==> config.mk <==
export PLATFORM = sky130hd
export DESIGN_NAME = nios_fprint_mem_copy_engine_flat
export DESIGN_NICKNAME = d
export VERILOG_FILES = /design/src/rtl/nios_fprint_mem_copy_engine_pkg.sv /design/src/rtl/nios_fprint_mem_copy_engine_if.sv /design/src/rtl/nios_fprint_mem_copy_engine.sv /design/src/flat_wrapper.sv
export SDC_FILE = /design/constraint.sdc
export NUM_CORES = 1
export LEC_CHECK = 0
export BUFFER_PORTS_ARGS = -buffer_cell sky130_fd_sc_hd__clkbuf_2
export CORE_UTILIZATION = 50
export DETAILED_ROUTE_END_ITERATION = 7
export GPL_ROUTABILITY_DRIVEN = 0
export MAX_ROUTING_LAYER = met4
export PLACE_DENSITY_LB_ADDON = 0.15
export SYNTH_ARGS = -nofsm -noshare
export SYNTH_HDL_FRONTEND = slang
export SYNTH_SLANG_ARGS = --single-unit
export TNS_END_PERCENT = 50
==> constraint.sdc <==
create_clock -name clk -period 2.8 [get_ports clk]
set_clock_uncertainty 0.1 [all_clocks]
set_input_delay 0.42 -clock clk [delete_from_list [all_inputs] [get_ports clk]]
set_output_delay 0.42 -clock clk [all_outputs]
set_load 0.02 [all_outputs]
==> src/rtl/nios_fprint_mem_copy_engine_pkg.sv <==
// Shared types and default geometry for the fingerprint-buffer memory copy engine.
package nios_fprint_copy_pkg;

    localparam int DEF_ADDR_W = 18;
    localparam int DEF_DATA_W = 32;
    localparam int DEF_DEPTH  = 153600;

    typedef enum logic [2:0] {
        ST_IDLE,
        ST_RD_ADDR,
        ST_RD_CAPT,
        ST_WR,
        ST_FIN
    } copy_state_t;

endpackage

==> src/rtl/nios_fprint_mem_copy_engine_if.sv <==
// Single-port on-chip memory bus between the copy engine (master) and the RAM (slave).
interface nios_fprint_mem_copy_engine_if
    import nios_fprint_copy_pkg::*;
#(
    parameter int ADDR_W = DEF_ADDR_W,
    parameter int DATA_W = DEF_DATA_W
) ();

    logic [ADDR_W-1:0]   mem_address;
    logic [DATA_W/8-1:0] mem_byteenable;
    logic                mem_chipselect;
    logic                mem_write;
    logic [DATA_W-1:0]   mem_writedata;
    logic [DATA_W-1:0]   mem_readdata;

    modport master (
        output mem_address,
        output mem_byteenable,
        output mem_chipselect,
        output mem_write,
        output mem_writedata,
        input  mem_readdata
    );

    modport slave (
        input  mem_address,
        input  mem_byteenable,
        input  mem_chipselect,
        input  mem_write,
        input  mem_writedata,
        output mem_readdata
    );

endinterface

==> src/rtl/nios_fprint_mem_copy_engine.sv <==
// Word-by-word ascending memory copy with running checksum and out-of-range abort.
//
// state      | meaning
// -----------+-----------------------------------------------------------
// ST_IDLE    | waiting for start; checksum/error hold the last result
// ST_RD_ADDR | read address for src_ptr on the bus
// ST_RD_CAPT | read data returning; captured into the write data register
// ST_WR      | write of captured word to dst_ptr; pointers advance
// ST_FIN     | one-cycle done pulse, then back to idle
module nios_fprint_mem_copy_engine
    import nios_fprint_copy_pkg::*;
#(
    parameter int ADDR_W = DEF_ADDR_W,
    parameter int DATA_W = DEF_DATA_W,
    parameter int DEPTH  = DEF_DEPTH
) (
    input  logic                clk,
    input  logic                reset,
    input  logic                start,
    input  logic [ADDR_W-1:0]   src_base,
    input  logic [ADDR_W-1:0]   dst_base,
    input  logic [ADDR_W-1:0]   length,
    output logic                busy,
    output logic                done,
    output logic                error,
    output logic [DATA_W-1:0]   checksum,
    nios_fprint_mem_copy_engine_if.master mem
);

    localparam logic [ADDR_W:0]   DEPTH_L = (ADDR_W+1)'(DEPTH);
    localparam logic [ADDR_W-1:0] ONE     = {{(ADDR_W-1){1'b0}}, 1'b1};

    copy_state_t       state;
    logic [ADDR_W-1:0] src_ptr;
    logic [ADDR_W-1:0] dst_ptr;
    logic [ADDR_W-1:0] remaining;
    logic [ADDR_W-1:0] src_nxt;
    logic [ADDR_W-1:0] dst_nxt;
    logic              cs_q;
    logic              wr_q;
    logic [ADDR_W-1:0] addr_q;
    logic [DATA_W-1:0] wdata_q;
    logic              cs_live;
    logic              wr_live;

    function automatic logic in_range(input logic [ADDR_W-1:0] ptr);
        return {1'b0, ptr} < DEPTH_L;
    endfunction

    assign src_nxt = src_ptr + ONE;
    assign dst_nxt = dst_ptr + ONE;

    always_ff @(posedge clk) begin
        if (reset) begin
            state     <= ST_IDLE;
            src_ptr   <= '0;
            dst_ptr   <= '0;
            remaining <= '0;
            cs_q      <= 1'b0;
            wr_q      <= 1'b0;
            addr_q    <= '0;
            wdata_q   <= '0;
            busy      <= 1'b0;
            done      <= 1'b0;
            error     <= 1'b0;
            checksum  <= '0;
        end else begin
            done <= 1'b0;
            case (state)
                ST_IDLE: begin
                    cs_q <= 1'b0;
                    wr_q <= 1'b0;
                    if (start) begin
                        busy      <= 1'b1;
                        error     <= 1'b0;
                        checksum  <= '0;
                        src_ptr   <= src_base;
                        dst_ptr   <= dst_base;
                        remaining <= length;
                        if (length == '0) begin
                            state <= ST_FIN;
                            done  <= 1'b1;
                        end else if (!in_range(src_base)) begin
                            error <= 1'b1;
                            state <= ST_FIN;
                            done  <= 1'b1;
                        end else begin
                            cs_q   <= 1'b1;
                            addr_q <= src_base;
                            state  <= ST_RD_ADDR;
                        end
                    end
                end
                ST_RD_ADDR: begin
                    cs_q  <= 1'b0;
                    state <= ST_RD_CAPT;
                end
                ST_RD_CAPT: begin
                    // Destination is checked only now, so a bad dst costs one read but never a write.
                    if (!in_range(dst_ptr)) begin
                        error <= 1'b1;
                        done  <= 1'b1;
                        state <= ST_FIN;
                    end else begin
                        wdata_q  <= mem.mem_readdata;
                        checksum <= checksum + mem.mem_readdata;
                        cs_q     <= 1'b1;
                        wr_q     <= 1'b1;
                        addr_q   <= dst_ptr;
                        state    <= ST_WR;
                    end
                end
                ST_WR: begin
                    cs_q      <= 1'b0;
                    wr_q      <= 1'b0;
                    src_ptr   <= src_nxt;
                    dst_ptr   <= dst_nxt;
                    remaining <= remaining - ONE;
                    if (remaining == ONE) begin
                        done  <= 1'b1;
                        state <= ST_FIN;
                    end else if (!in_range(src_nxt)) begin
                        error <= 1'b1;
                        done  <= 1'b1;
                        state <= ST_FIN;
                    end else begin
                        cs_q   <= 1'b1;
                        addr_q <= src_nxt;
                        state  <= ST_RD_ADDR;
                    end
                end
                ST_FIN: begin
                    busy  <= 1'b0;
                    state <= ST_IDLE;
                end
                default: begin
                    cs_q  <= 1'b0;
                    wr_q  <= 1'b0;
                    busy  <= 1'b0;
                    state <= ST_IDLE;
                end
            endcase
        end
    end

    // Strobes are masked by reset so a write already on the bus is dropped in the reset cycle.
    assign cs_live            = cs_q & ~reset;
    assign wr_live            = wr_q & ~reset;
    assign mem.mem_chipselect = cs_live;
    assign mem.mem_write      = wr_live;
    assign mem.mem_byteenable = {(DATA_W/8){cs_live}};
    assign mem.mem_address    = addr_q;
    assign mem.mem_writedata  = wdata_q;

endmodule

==> src/flat_wrapper.sv <==
// flat-port wrapper written by rule: the top's interface ports become plain ports
module nios_fprint_mem_copy_engine_flat import nios_fprint_copy_pkg::*;
#(
    parameter int ADDR_W = DEF_ADDR_W,
    parameter int DATA_W = DEF_DATA_W,
    parameter int DEPTH  = DEF_DEPTH
)
  (clk, reset, start, src_base, dst_base, length, busy, done, error, checksum, mem_mem_address, mem_mem_byteenable, mem_mem_chipselect, mem_mem_write, mem_mem_writedata, mem_mem_readdata);
  nios_fprint_mem_copy_engine_if #(.ADDR_W(ADDR_W), .DATA_W(DATA_W)) mem_i ();
  input  logic clk;
  input  logic reset;
  input  logic start;
  input  logic [ADDR_W-1:0] src_base;
  input  logic [ADDR_W-1:0] dst_base;
  input  logic [ADDR_W-1:0] length;
  output logic busy;
  output logic done;
  output logic error;
  output logic [DATA_W-1:0] checksum;
  output wire logic [$bits(mem_i.mem_address)-1:0] mem_mem_address;
  output wire logic [$bits(mem_i.mem_byteenable)-1:0] mem_mem_byteenable;
  output wire logic [$bits(mem_i.mem_chipselect)-1:0] mem_mem_chipselect;
  output wire logic [$bits(mem_i.mem_write)-1:0] mem_mem_write;
  output wire logic [$bits(mem_i.mem_writedata)-1:0] mem_mem_writedata;
  input wire logic [$bits(mem_i.mem_readdata)-1:0] mem_mem_readdata;
  assign mem_mem_address = mem_i.mem_address;
  assign mem_mem_byteenable = mem_i.mem_byteenable;
  assign mem_mem_chipselect = mem_i.mem_chipselect;
  assign mem_mem_write = mem_i.mem_write;
  assign mem_mem_writedata = mem_i.mem_writedata;
  assign mem_i.mem_readdata = mem_mem_readdata;
  nios_fprint_mem_copy_engine #(.ADDR_W(ADDR_W), .DATA_W(DATA_W), .DEPTH(DEPTH)) u_core (.clk(clk), .reset(reset), .start(start), .src_base(src_base), .dst_base(dst_base), .length(length), .busy(busy), .done(done), .error(error), .checksum(checksum), .mem(mem_i));
endmodule
# After elaboration in Yosys (flattened, before gate mapping)
# Cells that the tools add are included.
classes:
  add_sub_neg: 4
  magnitude_cmp: 3
  eq_ne: 13
  mux: 46
  n_bitwise: 6
  n_reduce_logical: 15
op_table:
  columns: ["cell", "n"]
  rows:
  - ["$mux W18", 9]
  - ["$pmux W18 S2", 3]
  - ["$mux W32", 2]
  - ["$pmux W32 S2", 1]
  - ["$lt A18 B18 Y1 const B", 3]
  - ["$pmux W18 S3", 1]
  - ["$add A18 B1 Y18 const B", 2]
  - ["$add A32 B32 Y32", 1]
  - ["$eq A18 B1 Y1 const B", 1]
  - ["$logic_not A18 Y1", 1]
  - ["$mux W1", 18]
  - ["$mux W3", 6]
  - ["$sub A18 B1 Y18 const B", 1]
  - ["$pmux W3 S4", 1]
  - ["$ne A2 B2 Y1 const B", 5]
  - ["$reduce_and A2 Y1", 5]
  - ["$reduce_and A7 Y1", 1]
  - ["$eq A3 B2 Y1 const B", 2]
  - ["$ne A2 B1 Y1 const B", 3]
  - ["$pmux W1 S3", 2]
  - ["$reduce_and A5 Y1", 1]
  - ["$not A1 Y1", 4]
  - ["$pmux W1 S2", 2]
  - ["$pmux W1 S4", 1]
  - ["9 further kinds", 11]
word_totals:
  register_bits: 144
  input_bits: 89
  wordCells: 99

# Logic depth before layout (Yosys ltp)
depth:
  word_depth: 5
  ltp_mapped: 12
  depth_no_buf: 11

# Least setup slack after synthesis
# Ideal clock, no wire load.
synth_timing:
  path_kind: "in2reg"
  start: "input port mem_mem_readdata[0]"
  end: "register u_core.checksum[20]"
  setup_time_ps: 128
  arrival_ps: 2795
  required_ps: 2572
  path_slack_ps: -224
  stages: 11
  path_buffers: 0
  path_cell_list: "ha_1 > fa_1 > a211oi_1 > o211ai_1 > a221o_1 > o21ai_0 > o21ai_0 > a21o_1 > a21oi_1 > xor2_1 > o21ai_0"
synth_via:
  elab_chain_len: 3
synth_rtl:
  columns: ["element", "line_no", "text"]
  rows:
  - ["from (decl)", "flat_wrapper.sv:25", "input wire logic [$bits(mem_i.mem_readdata)-1:0] mem_mem_readdata;"]
  - ["$add A32 B32 Y32", "nios_fprint_mem_copy_engine.sv:106", "checksum <= checksum + mem.mem_readdata;"]
  - ["$mux W32", "nios_fprint_mem_copy_engine.sv:100", "if (!in_range(dst_ptr)) begin"]
  - ["$pmux W32 S2", "nios_fprint_mem_copy_engine.sv:69", "case (state)"]
  - ["to (signal assigned)", "nios_fprint_mem_copy_engine.sv:106", null]
  - ["to (decl)", "nios_fprint_mem_copy_engine.sv:26", "output logic [DATA_W-1:0] checksum,"]
# Every way passes these cells. The select of a mux whose other input is x is not followed.
# A chain may end at the register's enable or synchronous reset.

# Worst setup path in the final report
layout_timing:
  start: "register u_core.checksum[0]"
  end: "register u_core.checksum[26]"
layout_via:
  elab_chain_len: 3
layout_rtl:
  columns: ["element", "line_no"]
  rows:
  - ["$add A32 B32 Y32", "nios_fprint_mem_copy_engine.sv:106"]
  - ["$mux W32", "nios_fprint_mem_copy_engine.sv:100"]
  - ["$pmux W32 S2", "nios_fprint_mem_copy_engine.sv:69"]
# Every way passes these cells. The select of a mux whose other input is x is not followed.

==> metrics <==
failing checks=negative setup slack; hold violation total from the final report=0; Combinational Power Share=26.9%; area grow syn2layout=30.40%; CP Cell Sequence=ha_4 -> fa_2 -> a211oi_2 -> o211ai_1 -> a221o_1 -> o211ai_1 -> a311oi_2 -> a21o_1 -> a21oi_2 -> xor2_1 -> o21ai_1; net switching power=1.972 mW; sequential-to-total area share from yosys stat=34.40%; Seq pwr share=39.2%; Max FO, Critical Path=4; max_slew headroom=52.88%; fin util=67.80%; final worst-path cycle share=100.5%; Clk Tree Root Cell=clkbuf_16; RSZ-0062 raised after global routing=yes; row cnt=46; r2r setup slk=-0.02 ns; CP dominant cell by count=o211ai_1; TritonRoute pass-1 iters=5; Hold Startpoint=mem_mem_readdata[25]; top-count cell post-synth=nand2_1; Worst path slowest cell=a221o_1; Mapped Cells=1093; clock tree sinks=144; Residual DRC=0; clk buf depth=2; core area=16120 sq um; DR vias=8922; CTS tree=done; final worst slack=-0.01509 ns; Detailed Route Iter0 Violations=637; first-pass GRT wire length=40010 microns; clock transition at the registers of the reported paths=0.06 ns; Crit. End Element=flop; Async S/R FF share, synth=0%; CP peak stage delay=0.36 ns; crit-path leading delay family=compound AO/OA/AOI/OAI gates; fin nets=1460; max-cap viol count=0; Mapped Nets=1219; I/O pin count=180; measured slew at the worst slew-check pin=0.7014 ns; RR Endpoint=u_core.checksum[26]; Setup-failing EPs final=1; post-DP HPWL=17520 microns; peak supply drop=0.4538 mV; hold depth=3; Netlist cell types=71; post-synth top area share=34.40%; # port buffers=179; clock group share of total power=33.9%; starting density of the core=52.00%; Routed Antenna Nets=0; sw frac=32.49%; TNS Setup=-0.01509 ns; leakage=4.669 nW; RR Startpoint=u_core.checksum[0]; largest net degree at the start of global routing=48; die area=17280 sq um; gr usage total=29.05%; routed wire length=25050 microns; fin cells=1560; Cell Pwr Density=555.4 nW/um^2; H-tree depth=4; Inst Count DP=1519; Most used DFF post-synth=dfxtp_1; Tmin final=2.815 ns; mean number of vias per cell=5.719; initial antenna violation count=0; share of layout cells above drive strength 1=29.69%; syn avg cell area=7.666 sq um; Hold Buf Count CTS=0; Startpoint Class=flop; EDFF count, synth=0; CP required=3.00 ns; Die Ht=131.5 microns; Worst-Skew Late Latency=0.42 ns; Pint=4.097 mW; Arr. time, crit path=3.01 ns; Syn. warnings=0; Slew Viols, Final=0; synth top area cells=dfxtp_1 (34%), a21oi_1 (8.5%), nand2_1 (6.9%); number of synthesized register bits=144; Worst Setup SP=u_core.checksum[0]; number of global-route vias before repair=8339; FILL cells=1420; type of the tightest min-delay check=in2reg; Reg2Reg Depth=11; die width=131.5 microns; most frequent cells after synthesis=nand2_1 (155), dfxtp_1 (144), a21oi_1 (143); TritonCTS buffer count=17; WHS Endpoint=u_core.mem.mem_writedata[25]; grt ovf=0; Setup CP Type=reg2reg; # diodes=0; synthesized area=8379 sq um; Tot Pwr=6.069 mW; post-synth top area cell=dfxtp_1; Max Freq=355.2 MHz; worst path buffer plus inverter count=0; WL per Instance=16.05 microns; run status=complete, but fails checks
[metrics by stage]
stage | setup WS [ns] | hold slack (ns) | area [sq um]
final | -0.01509 | 0.1275 | 10930
after global routing | -0.1502 | 0.1370 | 10930
after CTS | -0.06059 | 0.1176 | 10700
after detailed placement | -0.4058 | 0.3472 | 10080
after global placement | -0.3512 | 0.3405 | 10080
after floorplan | -0.03974 | 0.3384 | 8419
[cells by family after synthesis]
kind of cell,count (synthesis),share of synthesized area (%)
AO/OA/AOI/OAI,338,25.98
XOR/XNOR,41,4.285
adder cells (fa/ha/maj),37,5.614
buffers and inverters,91,4.748
flip-flops,144,34.40
multiplexers,13,1.628
AND/OR/NAND/NOR,429,23.34
[timing repair]
item                                    in CTS  in global routing
buffers inserted                             5                  5
endpoints found under the setup margin      20                 25
gates resized for setup                      9                 48
cloned                                       1                  1
pin swaps                                   12                 29
[worst max path at each step]
stage | end | slack [ns] | cells past startpoint
after CTS | u_core.checksum[26] | -0.06 | 11
after global placement | u_core.checksum[26] | -0.35 | 12
final | u_core.checksum[26] | -0.02 | 11
after global routing | u_core.mem.mem_address[0] | -0.15 | 11
after detailed placement | u_core.checksum[28] | -0.41 | 12
after floorplan | u_core.checksum[30] | -0.04 | 11
[area by class of cell]
type / instances / area (sq um) / area share, %
clock buffers: 23 / 488.0 / 4.466
clock inverters: 6 / 35.03 / 0.3206
inverters: 17 / 63.81 / 0.5840
multi-input cells: 858 / 5319 / 48.68
flip-flops and latches: 144 / 2904 / 26.58
well taps: 216 / 270.3 / 2.473
repair buffers: 296 / 1847 / 16.90
[sequential cells by signal (all words and copies together), names as in the netlist]
signal                    flops
u_core.busy                   1
u_core.mem.mem_writedata     32
u_core.wr_q                   1
u_core.error                  1
u_core.dst_ptr               18
u_core.checksum              32
u_core.src_ptr               18
u_core.state                  3
u_core.remaining             18
u_core.mem.mem_address       18
u_core.done                   1
u_core.cs_q                   1
[worst reg2reg max path, delay by kind of cell, from the launching register on]
kind,cells,cell delay (ns)
AOI/OAI and AO/OA,8,1.61
DFF,1,0.33
adders and majority gates,2,0.51
xor gates and xnor gates,1,0.16
[cell usage in the layout (no fill, tap or decap), types with 23 or more instances in the layout]
master    synthesis  routed
clkbuf_2          0     178
nand2_1         155     154
a21oi_1         143     140
dfxtp_1         144     135
nor2_1          127     112
buf_4             4     112
o21ai_0          56      51
nand3_1          41      39
ha_1             36      35
nor3_1           27      23
[power by group through the flow]
| stage | combinational [mW] | clock, mW | sequential, mW |
|---|---|---|---|
| floorplan | 0.891 | 0 | 2.49 |
| global placement | 1.51 | 0 | 2.40 |
| detailed placement | 1.53 | 0 | 2.40 |
| CTS | 1.56 | 2.08 | 2.36 |
| global route | 1.78 | 2.16 | 2.40 |
| finish | 1.63 | 2.06 | 2.38 |
[metal layers]
layer	GRT usage, %	wire [microns]	up-vias
met1	36.43	11180	4158
li1	-	-	4420
met2	47.53	12000	291
met5	-	0	-
met3	4.128	1219	53
met4	10.40	639	0
No activity file was read; power rests on OpenSTA's default activity.
